===== src/rtl/sha256_w_scheduler_if.sv =====
// ---------------------------------------------------------------------------
// sha256_w_scheduler_if
//   Stream bundle around the SHA-256 message-schedule generator.
//   Upstream channel (message words into the scheduler):
//     blk_valid  word on blk_data is valid
//     blk_ready  scheduler accepts the word this cycle
//     blk_data   32-bit message word, W[0] first
//   Downstream channel (schedule words towards the W memory):
//     w_valid    w_out / w_round are valid
//     w_ready    W memory accepts the word this cycle
//     w_out      schedule word W[t]
//     w_round    round index t, 0..63
//   Modports:
//     master  the environment: drives the upstream words and the downstream ready
//     slave   the scheduler itself
// ---------------------------------------------------------------------------
interface sha256_w_scheduler_if #(
  parameter int BIT_W = 32,
  parameter int RND_W = 7
);
  logic             blk_valid;
  logic             blk_ready;
  logic [BIT_W-1:0] blk_data;
  logic             w_valid;
  logic             w_ready;
  logic [BIT_W-1:0] w_out;
  logic [RND_W-1:0] w_round;

  modport master (
    output blk_valid, blk_data, w_ready,
    input  blk_ready, w_valid, w_out, w_round
  );

  modport slave (
    input  blk_valid, blk_data, w_ready,
    output blk_ready, w_valid, w_out, w_round
  );
endinterface


===== src/rtl/sha256_w_scheduler.sv =====
// ---------------------------------------------------------------------------
// sha256_w_scheduler
//   SHA-256 message-schedule generator feeding the W memory stage.
//   Takes one 512-bit block as 16 streamed 32-bit words and emits W[0..63],
//   one word per downstream handshake, tagged with its round index.
//   Rounds 0-15 pass the message words straight through; rounds 16-63 are
//   expanded from a 16-word sliding window of the previously emitted words.
//
//   Ports:
//     clk    in   single clock, rising edge
//     reset  in   synchronous active-high reset, aborts any block in flight
//     start  in   begin a block (only looked at while idle)
//     bus    slave modport of sha256_w_scheduler_if (blk_* in, w_* out)
//     busy   out  high while the block is being loaded / expanded
//     done   out  one-cycle pulse after W[63] has been accepted
//
//   Build option:
//     SHA256_WSCHED_OUT_REG_EN  when defined, w_out/w_round/w_valid come from
//                               a 1-deep output register (one extra cycle of
//                               latency, full throughput kept). When undefined
//                               the outputs are combinational from the core.
// ---------------------------------------------------------------------------
module sha256_w_scheduler #(
  parameter int BIT_W  = 32,
  parameter int MEM_W  = 16,
  parameter int ROUNDS = 64
) (
  input  logic                  clk,
  input  logic                  reset,
  input  logic                  start,
  sha256_w_scheduler_if.slave   bus,
  output logic                  busy,
  output logic                  done
);

  localparam int RND_W = 7;
  localparam logic [RND_W-1:0] LAST_LOAD = RND_W'(MEM_W - 1);
  localparam logic [RND_W-1:0] LAST_RND  = RND_W'(ROUNDS - 1);

  // FLUSH is only entered when the output register is built in: it waits for
  // the registered W[63] to leave before signalling done.
  typedef enum logic [2:0] {
    IDLE   = 3'd0,
    LOAD   = 3'd1,
    EXPAND = 3'd2,
    FLUSH  = 3'd3,
    DONE   = 3'd4
  } state_t;

  state_t           state_reg;
  logic [RND_W-1:0] round_reg;

  // win_reg[0] is W[t-16], win_reg[MEM_W-1] is W[t-1].
  logic [BIT_W-1:0] win_reg  [MEM_W];
  logic [BIT_W-1:0] win_next [MEM_W];

  logic [BIT_W-1:0] s0_w;
  logic [BIT_W-1:0] s1_w;
  logic [BIT_W-1:0] exp_word;
  logic [BIT_W-1:0] core_word;
  logic             core_valid;
  logic             core_fire;
  logic             down_ready;

  function automatic logic [BIT_W-1:0] rotr(input logic [BIT_W-1:0] x, input int n);
    return (x >> n) | (x << (BIT_W - n));
  endfunction

  // -------------------------------------------------------------------------
  // Expansion: W[t] = s1(W[t-2]) + W[t-7] + s0(W[t-15]) + W[t-16], mod 2^32
  // -------------------------------------------------------------------------
  assign s0_w = rotr(win_reg[1], 7) ^ rotr(win_reg[1], 18) ^ (win_reg[1] >> 3);
  assign s1_w = rotr(win_reg[MEM_W-2], 17) ^ rotr(win_reg[MEM_W-2], 19)
              ^ (win_reg[MEM_W-2] >> 10);
  assign exp_word = s1_w + win_reg[MEM_W-7] + s0_w + win_reg[0];

  // -------------------------------------------------------------------------
  // Core word source: the upstream word while loading, the expanded word
  // while expanding; nothing is offered in any other state.
  // -------------------------------------------------------------------------
  always_comb begin
    core_valid = 1'b0;
    core_word  = '0;
    case (state_reg)
      LOAD: begin
        core_valid = bus.blk_valid;
        core_word  = bus.blk_data;
      end
      EXPAND: begin
        core_valid = 1'b1;
        core_word  = exp_word;
      end
      default: begin
        core_valid = 1'b0;
        core_word  = '0;
      end
    endcase
  end

  assign core_fire     = core_valid & down_ready;
  assign bus.blk_ready = (state_reg == LOAD) & down_ready;

  // -------------------------------------------------------------------------
  // Sliding window: every emitted word (loaded or expanded) is shifted in at
  // the top, the oldest word falls off the bottom.
  // -------------------------------------------------------------------------
  genvar gi;
  generate
    for (gi = 0; gi < MEM_W; gi++) begin : g_win
      if (gi == MEM_W - 1) begin : g_tail
        assign win_next[gi] = core_word;
      end else begin : g_body
        assign win_next[gi] = win_reg[gi+1];
      end
    end
  endgenerate

  always_ff @(posedge clk) begin
    if (reset) begin
      for (int i = 0; i < MEM_W; i++) begin
        win_reg[i] <= '0;
      end
    end else if (core_fire) begin
      win_reg <= win_next;
    end
  end

  // -------------------------------------------------------------------------
  // Output stage
  // -------------------------------------------------------------------------
`ifdef SHA256_WSCHED_OUT_REG_EN
  logic             oreg_valid_reg;
  logic [BIT_W-1:0] oreg_word_reg;
  logic [RND_W-1:0] oreg_round_reg;

  // The core may advance when the register is empty or is being drained this
  // cycle, which keeps one word per cycle under continuous w_ready.
  assign down_ready = ~oreg_valid_reg | bus.w_ready;

  always_ff @(posedge clk) begin
    if (reset) begin
      oreg_valid_reg <= 1'b0;
      oreg_word_reg  <= '0;
      oreg_round_reg <= '0;
    end else if (down_ready) begin
      oreg_valid_reg <= core_fire;
      if (core_fire) begin
        oreg_word_reg  <= core_word;
        oreg_round_reg <= round_reg;
      end
    end
  end

  assign bus.w_valid = oreg_valid_reg;
  assign bus.w_out   = oreg_word_reg;
  assign bus.w_round = oreg_round_reg;
`else
  assign down_ready  = bus.w_ready;
  assign bus.w_valid = core_valid;
  assign bus.w_out   = core_word;
  assign bus.w_round = round_reg;
`endif

  // -------------------------------------------------------------------------
  // Control FSM. round_reg holds at 63 through the last transfer and is
  // cleared on the way back to IDLE, so it never leaves 0..63.
  // -------------------------------------------------------------------------
  always_ff @(posedge clk) begin
    if (reset) begin
      state_reg <= IDLE;
      round_reg <= '0;
    end else begin
      case (state_reg)
        IDLE: begin
          if (start) begin
            state_reg <= LOAD;
          end
        end
        LOAD: begin
          if (core_fire) begin
            round_reg <= round_reg + 1'b1;
            if (round_reg == LAST_LOAD) begin
              state_reg <= EXPAND;
            end
          end
        end
        EXPAND: begin
          if (core_fire) begin
            if (round_reg == LAST_RND) begin
`ifdef SHA256_WSCHED_OUT_REG_EN
              state_reg <= FLUSH;
`else
              state_reg <= DONE;
`endif
            end else begin
              round_reg <= round_reg + 1'b1;
            end
          end
        end
        FLUSH: begin
`ifdef SHA256_WSCHED_OUT_REG_EN
          if (oreg_valid_reg && bus.w_ready) begin
            state_reg <= DONE;
          end
`else
          state_reg <= DONE;
`endif
        end
        DONE: begin
          state_reg <= IDLE;
          round_reg <= '0;
        end
        default: begin
          state_reg <= IDLE;
          round_reg <= '0;
        end
      endcase
    end
  end

  // Both decoded straight from the state register, so they are glitch-free.
  assign busy = (state_reg == LOAD) || (state_reg == EXPAND) || (state_reg == FLUSH);
  assign done = (state_reg == DONE);

endmodule


===== src/flat_wrapper.sv =====
// flat-port wrapper written by rule: the top's interface ports become plain ports
module sha256_w_scheduler_flat 
#(
  parameter int BIT_W  = 32,
  parameter int MEM_W  = 16,
  parameter int ROUNDS = 64
)
  (clk, reset, start, busy, done, bus_blk_valid, bus_blk_data, bus_w_ready, bus_blk_ready, bus_w_valid, bus_w_out, bus_w_round);
  sha256_w_scheduler_if #(.BIT_W(BIT_W)) bus_i ();
  input  logic clk;
  input  logic reset;
  input  logic start;
  output logic busy;
  output logic done;
  input wire logic [$bits(bus_i.blk_valid)-1:0] bus_blk_valid;
  input wire logic [$bits(bus_i.blk_data)-1:0] bus_blk_data;
  input wire logic [$bits(bus_i.w_ready)-1:0] bus_w_ready;
  output wire logic [$bits(bus_i.blk_ready)-1:0] bus_blk_ready;
  output wire logic [$bits(bus_i.w_valid)-1:0] bus_w_valid;
  output wire logic [$bits(bus_i.w_out)-1:0] bus_w_out;
  output wire logic [$bits(bus_i.w_round)-1:0] bus_w_round;
  assign bus_i.blk_valid = bus_blk_valid;
  assign bus_i.blk_data = bus_blk_data;
  assign bus_i.w_ready = bus_w_ready;
  assign bus_blk_ready = bus_i.blk_ready;
  assign bus_w_valid = bus_i.w_valid;
  assign bus_w_out = bus_i.w_out;
  assign bus_w_round = bus_i.w_round;
  sha256_w_scheduler #(.BIT_W(BIT_W), .MEM_W(MEM_W), .ROUNDS(ROUNDS)) u_core (.clk(clk), .reset(reset), .start(start), .bus(bus_i), .busy(busy), .done(done));
endmodule

===== config.mk =====
export PLATFORM = sky130hd
export DESIGN_NAME = sha256_w_scheduler_flat
export DESIGN_NICKNAME = d
export VERILOG_FILES = /design/src/rtl/sha256_w_scheduler_if.sv /design/src/rtl/sha256_w_scheduler.sv /design/src/flat_wrapper.sv
export SDC_FILE = /design/constraint.sdc
export NUM_CORES = 1
export LEC_CHECK = 0
export BUFFER_PORTS_ARGS = -buffer_cell sky130_fd_sc_hd__buf_4
export CAP_MARGIN = 0
export CORE_MARGIN = 2
export CORE_UTILIZATION = 55
export CTS_CLUSTER_DIAMETER = 150
export CTS_CLUSTER_SIZE = 14
export DETAILED_ROUTE_END_ITERATION = 7
export PLACE_DENSITY_LB_ADDON = 0.1
export SLEW_MARGIN = 20
export SYNTH_ARGS = -nofsm -noshare
export SYNTH_HDL_FRONTEND = slang
export SYNTH_SLANG_ARGS = --single-unit

===== constraint.sdc =====
create_clock -name clk -period 6.4 [get_ports clk]
set_clock_uncertainty 0.05 [all_clocks]
set_input_delay 1.28 -clock clk [delete_from_list [all_inputs] [get_ports clk]]
set_output_delay 1.28 -clock clk [all_outputs]
set_load 0.05 [all_outputs]

==> key figures, run 1 <==
Power and ir drop
  • Final Total Pwr: 6.413 mW
  • Sw frac: 0.2767
  • Clock network fraction of total power: 0.367
  • Pleak: 8.721 nW
  • Worst VDD drop: 0.2355 mV
  • P_sw: 1.775 mW
  • Combinational fraction of design power: 0.118
  • Seq pwr share: 0.514
  • Internal: 4.639 mW
  • Pwr Density: 257.6 nW/um^2

Routing
  • Via density: 5.419
  • Initial DRC count: 1637
  • Via Count: 18610
  • DR WL/cell: 17.87 microns
  • Drt pass-1 iters: 5
  • WL final: 61370 microns
  • Drt drc: 0
  • Antenna violation net count after detailed routing: 0

Final layout
  • Register area: 10470 sq um
  • FILL cells: 3876
  • Antenna cells: 0
  • Max reg flops: 480
  • Highest-count cells in the layout ignoring fill and taps: nand2_1 (1037), a21oi_1 (533), dfxtp_1 (505)
  • Syn-to-layout area delta: 7.007%
  • Commonest non-fill, non-tap cell in the layout: nand2_1
  • Area of the multi-input gates: 11140 sq um
  • Final nets: 3025
  • Layout cells sized above 1: 0.07079

Placement
  • DP Wirelength: 42720 microns
  • RePlAce Congestion: 0.9392
  • Buffers on Ports: 79

Logic synthesis
  • Synth Area in Adders: 0.07055
  • Synth Instances: 3014
  • Async SR Flop Fraction: 0
  • Number of synthesized flops with an enable pin: 0
  • Post-Syn Nets: 3145
  • Top_reg_cell synth: dfxtp_1
  • Post-synthesis sequential area ratio: 0.4491
  • Mux share of post-synthesis cell area: 0.003065
  • Yosys top cell by area: dfxtp_1
  • Avg Cell Area, Syn: 7.720 sq um
  • Ys Warns: 0
  • Mapped cell area: 23270 sq um
  • Yosys reg bits: 522
  • Synth area leaders: dfxtp_1 (45%), nand2_1 (17%), a21oi_1 (12%)
  • Largest family of logic cells by synthesized area: simple AND/OR/NAND/NOR gates
  • Complex-gate fraction of the synthesized area: 0.1530
  • Post-synthesis xor/xnor area fraction: 0.05345
  • Post-synth cell types: 66
  • Post-synth top area share: 0.4491
  • Synth Area in Simple Gates: 0.1953

Die
  • DIE HEIGHT: 209.7 microns
  • Die ar.: 43970 sq um
  • Initial core utilization: 0.5559
  • Core area: 41850 sq um
  • Core Rows: 75
  • # IOs: 80
  • Die width: 209.7 microns

STA
  • Final Hold Viols: 0
  • Fmax: 159.5 MHz
  • Tmin final: 6269 ps
  • Hold WS: 391.7 ps
  • Slew margin rel.: 0.2524
  • # setup viols final: 0
  • Pins Over Slew Limit: 0
  • Tightest Pin Transition: 1121 ps
  • Setup tns final: 0 ps
  • RSZ-0062 raised after global routing: true
  • Final period util: 0.9795

Critical path
  • Flop2flop setup slack: 1970 ps
  • Crit-path max cell delay: 570 ps
  • CP cell instances: xnor2_1, xnor2_1, fa_1, inv_1, fa_1, inv_1, ha_1, a21oi_2, o21ai_0, a211oi_2, o221ai_1, o21ai_2, xnor2_1, nor2_1, or2_2, buf_4
  • Critical Path Stages: 16
  • Slowest CP cell: dfxtp_1
  • Crit path DAT: 4940 ps
  • Critical path startpoint category: register
  • CP dominant cell by count: xnor2_1
  • Crit path buf inv count: 3
  • Cell family with most CP delay: adder cells
  • Crit path max fanout: 5
  • Crit path kind: register to output port
  • Req. time, crit path: 5070 ps
  • Kind of end point of the critical path: output port
  • Worst r2r path cells: 14

Clocking
  • Clock sink count: 522
  • Clk_lat worst skew: 590 ps
  • CTS tree: done
  • Clk root buf: clkbuf_16
  • CTS Buf Count: 43
  • Cts-stage hold buffer count: 0
  • Max Root-Sink Buffers: 3
  • Clock-pin slew on the worst setup and hold paths: 70 ps
  • # H-tree levels: 2

Global routing
  • Largest net degree at the start of global routing: 245
  • First-pass GRT wire length: 94750 microns
  • Number of global-route vias before repair: 17140
  • Total gr overflow: 0
  • Gr usage total: 0.2755
  • Antenna violations before repair: 1

Min path
  • HP Class: register to register
  • WHS Path Cells: 2

Run
  • Max Cap Viol: 0

Run status
  • Outcome: complete, no violations
[power groups by stage]
stage / combinational [mW] / sequential, mW / clock, mW
after global placement: 0.757 / 3.37 / 0
final: 0.760 / 3.30 / 2.36
after global routing: 0.822 / 3.30 / 2.52
after CTS: 0.761 / 3.30 / 2.42
after detailed placement: 0.759 / 3.37 / 0
after floorplan: 0.616 / 3.36 / 0
[routing by layer]
layer / vias up / GRT usage / wire (microns)
met5: - / 0 / 18
met2: 343 / 0.4462 / 28520
met4: 2 / 0.07826 / 1431
met1: 8928 / 0.3885 / 28860
li1: 9264 / - / -
met3: 77 / 0.03471 / 2541
[final timing paths]
check / endpoint / startpoint
max: bus_w_out[31] / u_core.win_next[93]$_SDFFE_PP0P_
min: u_core.win_next[496]$_SDFFE_PP0P_ / u_core.win_next[464]$_SDFFE_PP0P_
max reg2reg: u_core.win_next[54]$_SDFFE_PP0P_ / u_core.win_next[89]$_SDFFE_PP0P_
min reg2reg: u_core.win_next[496]$_SDFFE_PP0P_ / u_core.win_next[464]$_SDFFE_PP0P_
[tightest hold or removal path: stages, from the launching register on]
cell	delay [ps]
dfxtp_1	310
nand2_1	50
a21oi_1	50
[cell usage after synthesis (3+ instances only)]
master and instances:
mux2i_1 6, o21a_1 11, buf_2 35, and3_1 3
nand2b_1 4, a221oi_1 3, a22o_1 8, xor2_1 22
o211ai_1 3, clkbuf_1 202, xnor2_1 120, a21boi_0 3
inv_1 148, a311oi_1 3, o31ai_1 3, o21bai_1 4
nor3_1 15, a21o_1 7, nor2_1 70, o21ai_1 6
o21ai_0 37, nand3_1 4, nor2b_1 6, a211oi_1 7
and2_1 7, ha_1 32, dfxtp_1 522, buf_4 32
nand2_1 1037, nand4_1 10, fa_1 62, a21oi_1 540
buf_1 3
[cell type report]
type                       instances  area share
tap                              539     0.02709
sequential                       522      0.4206
clock inverter                     4    0.002663
clock buffer                      43     0.04322
multi-input combinational       2070      0.4475
inverter                         148     0.02231
timing repair buffer             109     0.03669
[stage by stage]
step | cell area (sq um) | cells | worst slack, ps | util
2_1_floorplan | 23270 | 3014 | 1018 | -
3_3_place_gp | 23640 | 3385 | 458.6 | 0.5649
3_5_place_dp | 23640 | 3385 | 396.2 | 0.5649
4_1_cts | 24800 | 3432 | 3.621 | 0.5926
5_1_grt | 24900 | 3435 | -54.37 | 0.5949
6_report | 24900 | 3435 | 131.3 | 0.5949
[kinds of logic (layout without fill, tap and decap cells)]
family                     count (synthesis)  count (layout)
AOI/OAI and AO/OA                        657             657
and+or+nand+nor                         1170            1170
DFF                                      522             522
buffers and inverters                    422             304
adders and majority gates                 94              94
xor gates and xnor gates                 142             142
muxes                                      7               7
[timing repair]
item / CTS / global route
pin swaps: 0 / 5
endpoints found under the setup margin: 5 / 14
buffers inserted: 0 / 3
resized for setup: 6 / 29
Power figures use the tool's default switching activity.
==> run 2: changes to the inputs <==
- clock period: 6.4 -> 7.9 ns (I/O delays scaled with it)
==> key figures, run 2 (synthesis results as in run 1) <==
Run status
  • Outcome: complete, no violations

Min path
  • HP Class: register to register

Final layout
  • Non-Filler Instances: 3420
  • Post-layout util: 0.5893
  • Register area: 10450 sq um
  • Area of the multi-input gates: 11070 sq um
  • Final nets: 3011
  • Final Cell Area: 24660 sq um
  • Highest-count cells in the layout ignoring fill and taps: nand2_1 (1037), a21oi_1 (540), dfxtp_1 (522)
  • FILL cells: 3936
  • Layout cells sized above 1: 0.05449
  • Antenna cells: 0
  • Syn-to-layout area delta: 6.001%
  • Commonest non-fill, non-tap cell in the layout: nand2_1
  • Max reg flops: 480

Global routing
  • Antenna violations before repair: 0
  • Gr usage total: 0.2756
  • First-pass GRT wire length: 95920 microns
  • Largest net degree at the start of global routing: 217
  • Total gr overflow: 0
  • Number of global-route vias before repair: 17430

Clocking
  • Clk root buf: clkbuf_16
  • Cts-stage hold buffer count: 0
  • CTS tree: done
  • Setup Fix Bufs, Post-CTS: 0
  • # H-tree levels: 2
  • CTS resizes: 0
  • Clk_lat worst skew: 580 ps
  • Clock sink count: 522
  • CTS Buf Count: 43
  • Max Root-Sink Buffers: 3
  • Clock-pin slew on the worst setup and hold paths: 70 ps

Die
  • Die ar.: 43970 sq um
  • DIE HEIGHT: 209.7 microns
  • Core area: 41850 sq um
  • Core Rows: 75
  • Initial core utilization: 0.5559
  • # IOs: 80
  • Die width: 209.7 microns

Critical path
  • Cell family with most CP delay: adder cells
  • Slowest CP cell: fa_1
  • Crit path DAT: 5310 ps
  • Crit-path max cell delay: 510 ps
  • Kind of end point of the critical path: output port
  • Crit path kind: register to output port
  • CP cell instances: xnor2_1, xnor2_1, fa_1, inv_1, fa_1, inv_1, ha_1, fa_1, a21oi_1, o21ai_1, a211oi_1, o221ai_1, o21ai_0, xnor2_1, nor2_1, or2_2, buf_4
  • Crit path buf inv count: 3
  • Req. time, crit path: 6270 ps
  • Critical path startpoint category: register
  • Crit path max fanout: 5

Placement
  • Buffers on Ports: 79
  • Pre-CTS WS: 1621 ps
  • Placed cells: 3374
  • DP Wirelength: 42610 microns
  • RePlAce Congestion: 0.9095
  • Placed Area: 23520 sq um

Power and ir drop
  • Final Total Pwr: 5.190 mW
  • Pwr Density: 210.4 nW/um^2
  • Worst VDD drop: 0.2136 mV
  • Pleak: 8.612 nW

Routing
  • Initial DRC count: 1565
  • Via Count: 18620
  • Drt drc: 0
  • DR WL/cell: 17.76 microns
  • Antenna violation net count after detailed routing: 0
  • Drt pass-1 iters: 5
  • WL final: 60740 microns
  • Via density: 5.444

STA
  • Setup WS post-layout: 959.0 ps
  • RSZ-0062 raised after global routing: false
  • Final period util: 0.8786
  • Fmax: 144.1 MHz
  • Slew margin rel.: 0.2837
  • Tmin final: 6941 ps
  • Final Hold Viols: 0
  • # setup viols final: 0
  • Hold WS: 389.6 ps
  • Tightest Pin Transition: 1074 ps
  • Setup tns final: 0 ps
  • Pins Over Slew Limit: 0

Run
  • Max Cap Viol: 0
run 2: power by group:
group	switching [mW]	internal (mW)	leakage [nW]	total, mW
registers	0.0188	2.65	4.20	2.67
clock network	0.916	0.990	0.560	1.91
logic	0.484	0.130	3.85	0.614
total	1.42	3.77	8.61	5.19
run 2: layout make-up:
cell class / count / share of cell area
timing repair buffer: 95 / 0.03125
multi-input combinational: 2070 / 0.4489
inverter: 148 / 0.02252
sequential: 522 / 0.4237
clock inverter: 2 / 0.001674
tap: 539 / 0.02734
clock buffer: 44 / 0.04464
run 2: path summary, 6_finish.rpt:
| kind | startpoint | end | slack (ps) | cells past startpoint |
|---|---|---|---|---|
| worst min-delay path | u_core.win_next[404]$_SDFFE_PP0P_ | u_core.win_next[436]$_SDFFE_PP0P_ | 390 | 2 |
| worst max-delay path | u_core.win_next[84]$_SDFFE_PP0P_ | bus_w_out[31] | 960 | 17 |
| worst max register to register | u_core.win_next[84]$_SDFFE_PP0P_ | u_core.win_next[63]$_SDFFE_PP0P_ | 3220 | 16 |
| worst min register to register | u_core.win_next[404]$_SDFFE_PP0P_ | u_core.win_next[436]$_SDFFE_PP0P_ | 390 | 2 |
run 2: routing by layer:
metal | wire [microns] | track usage
met1 | 28390 | 0.3859
met2 | 28390 | 0.4513
met3 | 2536 | 0.03651
met4 | 1421 | 0.07190
met5 | 0 | 0
run 2: worst min-delay path: cells and delay by family, from the launching register on:
kind | cells | cell delay (ps)
flops | 1 | 310
simple gates | 1 | 50
compound gates | 1 | 50
==> run 3: changes to the inputs <==
- MAX_ROUTING_LAYER: unset -> met4
==> key figures, run 3 (synthesis results as in run 1) <==
Final layout
  • FILL cells: 3939
  • Max reg flops: 480
  • Final nets: 3005
  • Register area: 10450 sq um
  • Layout cells sized above 1: 0.05252
  • Highest-count cells in the layout ignoring fill and taps: nand2_1 (1037), a21oi_1 (540), dfxtp_1 (522)
  • Area of the multi-input gates: 11070 sq um
  • Syn-to-layout area delta: 5.899%
  • Commonest non-fill, non-tap cell in the layout: nand2_1

Global routing
  • Total gr overflow: 0
  • Number of global-route vias before repair: 17100
  • Gr usage total: 0.2798
  • First-pass GRT wire length: 93750 microns
  • Largest net degree at the start of global routing: 264
  • Antenna violations before repair: 1

Critical path
  • Crit path DAT: 5300 ps
  • Kind of end point of the critical path: output port
  • Crit path kind: register to output port
  • Req. time, crit path: 6270 ps
  • Crit path buf inv count: 3
  • CP cell instances: xnor2_1, xnor2_1, fa_1, inv_1, fa_1, inv_1, ha_1, fa_1, a21oi_1, o21ai_1, a211oi_1, o221ai_1, o21ai_0, xnor2_1, nor2_1, or2_2, buf_4
  • Flop2flop setup slack: 3240 ps
  • Cell family with most CP delay: adder cells
  • Crit path max fanout: 5
  • Crit-path max cell delay: 520 ps
  • Critical path startpoint category: register
  • Slowest CP cell: fa_1

Placement
  • Buffers on Ports: 79
  • Pre-CTS WS: 1591 ps
  • RePlAce Congestion: 0.9490
  • DP Wirelength: 41630 microns

Run status
  • Outcome: complete, no violations

Clocking
  • Clk root buf: clkbuf_16
  • # H-tree levels: 2
  • Clk_lat worst skew: 590 ps
  • Max Root-Sink Buffers: 3
  • CTS resizes: 0
  • CTS Buf Count: 43
  • Cts-stage hold buffer count: 0
  • Clock-pin slew on the worst setup and hold paths: 80 ps
  • Setup Fix Bufs, Post-CTS: 0
  • CTS tree: done
  • Clock sink count: 522

Die
  • Die width: 209.7 microns
  • # IOs: 80
  • Core Rows: 75
  • Die ar.: 43970 sq um
  • DIE HEIGHT: 209.7 microns
  • Initial core utilization: 0.5559
  • Core area: 41850 sq um

STA
  • Fmax: 144.4 MHz
  • Final Hold Viols: 0
  • RSZ-0062 raised after global routing: false
  • Setup WS post-layout: 974.7 ps
  • Slew margin rel.: 0.1914
  • Pins Over Slew Limit: 0
  • Final period util: 0.8766
  • Tightest Pin Transition: 1213 ps
  • # setup viols final: 0
  • Tmin final: 6925 ps
  • Setup tns final: 0 ps

Routing
  • DR WL/cell: 17.71 microns
  • Initial DRC count: 1609
  • Drt pass-1 iters: 5
  • Via Count: 18660
  • Via density: 5.463
  • Drt drc: 0
  • WL final: 60490 microns
  • Antenna violation net count after detailed routing: 0

Power and ir drop
  • Worst VDD drop: 0.1861 mV
  • Pwr Density: 209.9 nW/um^2
  • Pleak: 8.593 nW

Run
  • Max Cap Viol: 0

Min path
  • HP Class: register to register
## run 3: area by class of cell
class,instances,area share
Antenna cell,1,0.0001016
Tap cell,539,0.02737
Inverter,148,0.02255
Multi-Input combinational cell,2070,0.4493
Clock inverter,3,0.001625
Timing Repair Buffer,89,0.03128
Sequential cell,522,0.4241
Clock buffer,43,0.04367
## run 3: stage by stage
| stage | total power, mW | instance area, sq um | hold WS (ps) | util | cells |
|---|---|---|---|---|---|
| final | 5.171 | 24640 | 387.5 | 0.5887 | 3415 |
| after floorplan | 3.219 | 23270 | 382.1 | - | 3014 |
| after global placement | 3.335 | 23490 | 385.8 | 0.5613 | 3367 |
| after CTS | 5.219 | 24610 | 387.6 | 0.5880 | 3413 |
| after global routing | 5.361 | 24640 | 410.8 | 0.5887 | 3415 |
| after detailed placement | 3.339 | 23490 | 392.5 | 0.5613 | 3367 |
## run 3: final timing paths
path                                                         from                           endpoint  depth (start not counted)
worst max-delay path             u_core.win_next[84]$_SDFFE_PP0P_                      bus_w_out[31]                         17
worst min-delay path            u_core.win_next[177]$_SDFFE_PP0P_  u_core.win_next[209]$_SDFFE_PP0P_                          2
worst max register to register   u_core.win_next[84]$_SDFFE_PP0P_   u_core.win_next[63]$_SDFFE_PP0P_                         16
worst min register to register  u_core.win_next[177]$_SDFFE_PP0P_  u_core.win_next[209]$_SDFFE_PP0P_                          2
## run 3: per-layer routing
metal	wire (microns)	track usage
met5	0	-
met4	1593	0.08486
met3	3261	0.04265
met2	28080	0.4367
met1	27550	0.3774
## run 3: worst reg2reg max path, cell delays in order, from the launching register on
cell,delay [ps]
dfxtp_1,460
xnor2_1,170
xnor2_1,110
fa_1,520
inv_1,50
fa_1,500
inv_1,50
ha_1,230
fa_1,420
a21oi_1,270
o21ai_1,190
a211oi_1,320
o221ai_1,210
o21ai_0,420
xnor2_1,210
nor2_1,80
o31a_1,310
## run 3: power breakdown
part	total, mW	switching, mW	internal [mW]
registers	2.67	0.0188	2.65
logic	0.614	0.482	0.131
clock network	1.89	0.917	0.972
total	5.17	1.42	3.75
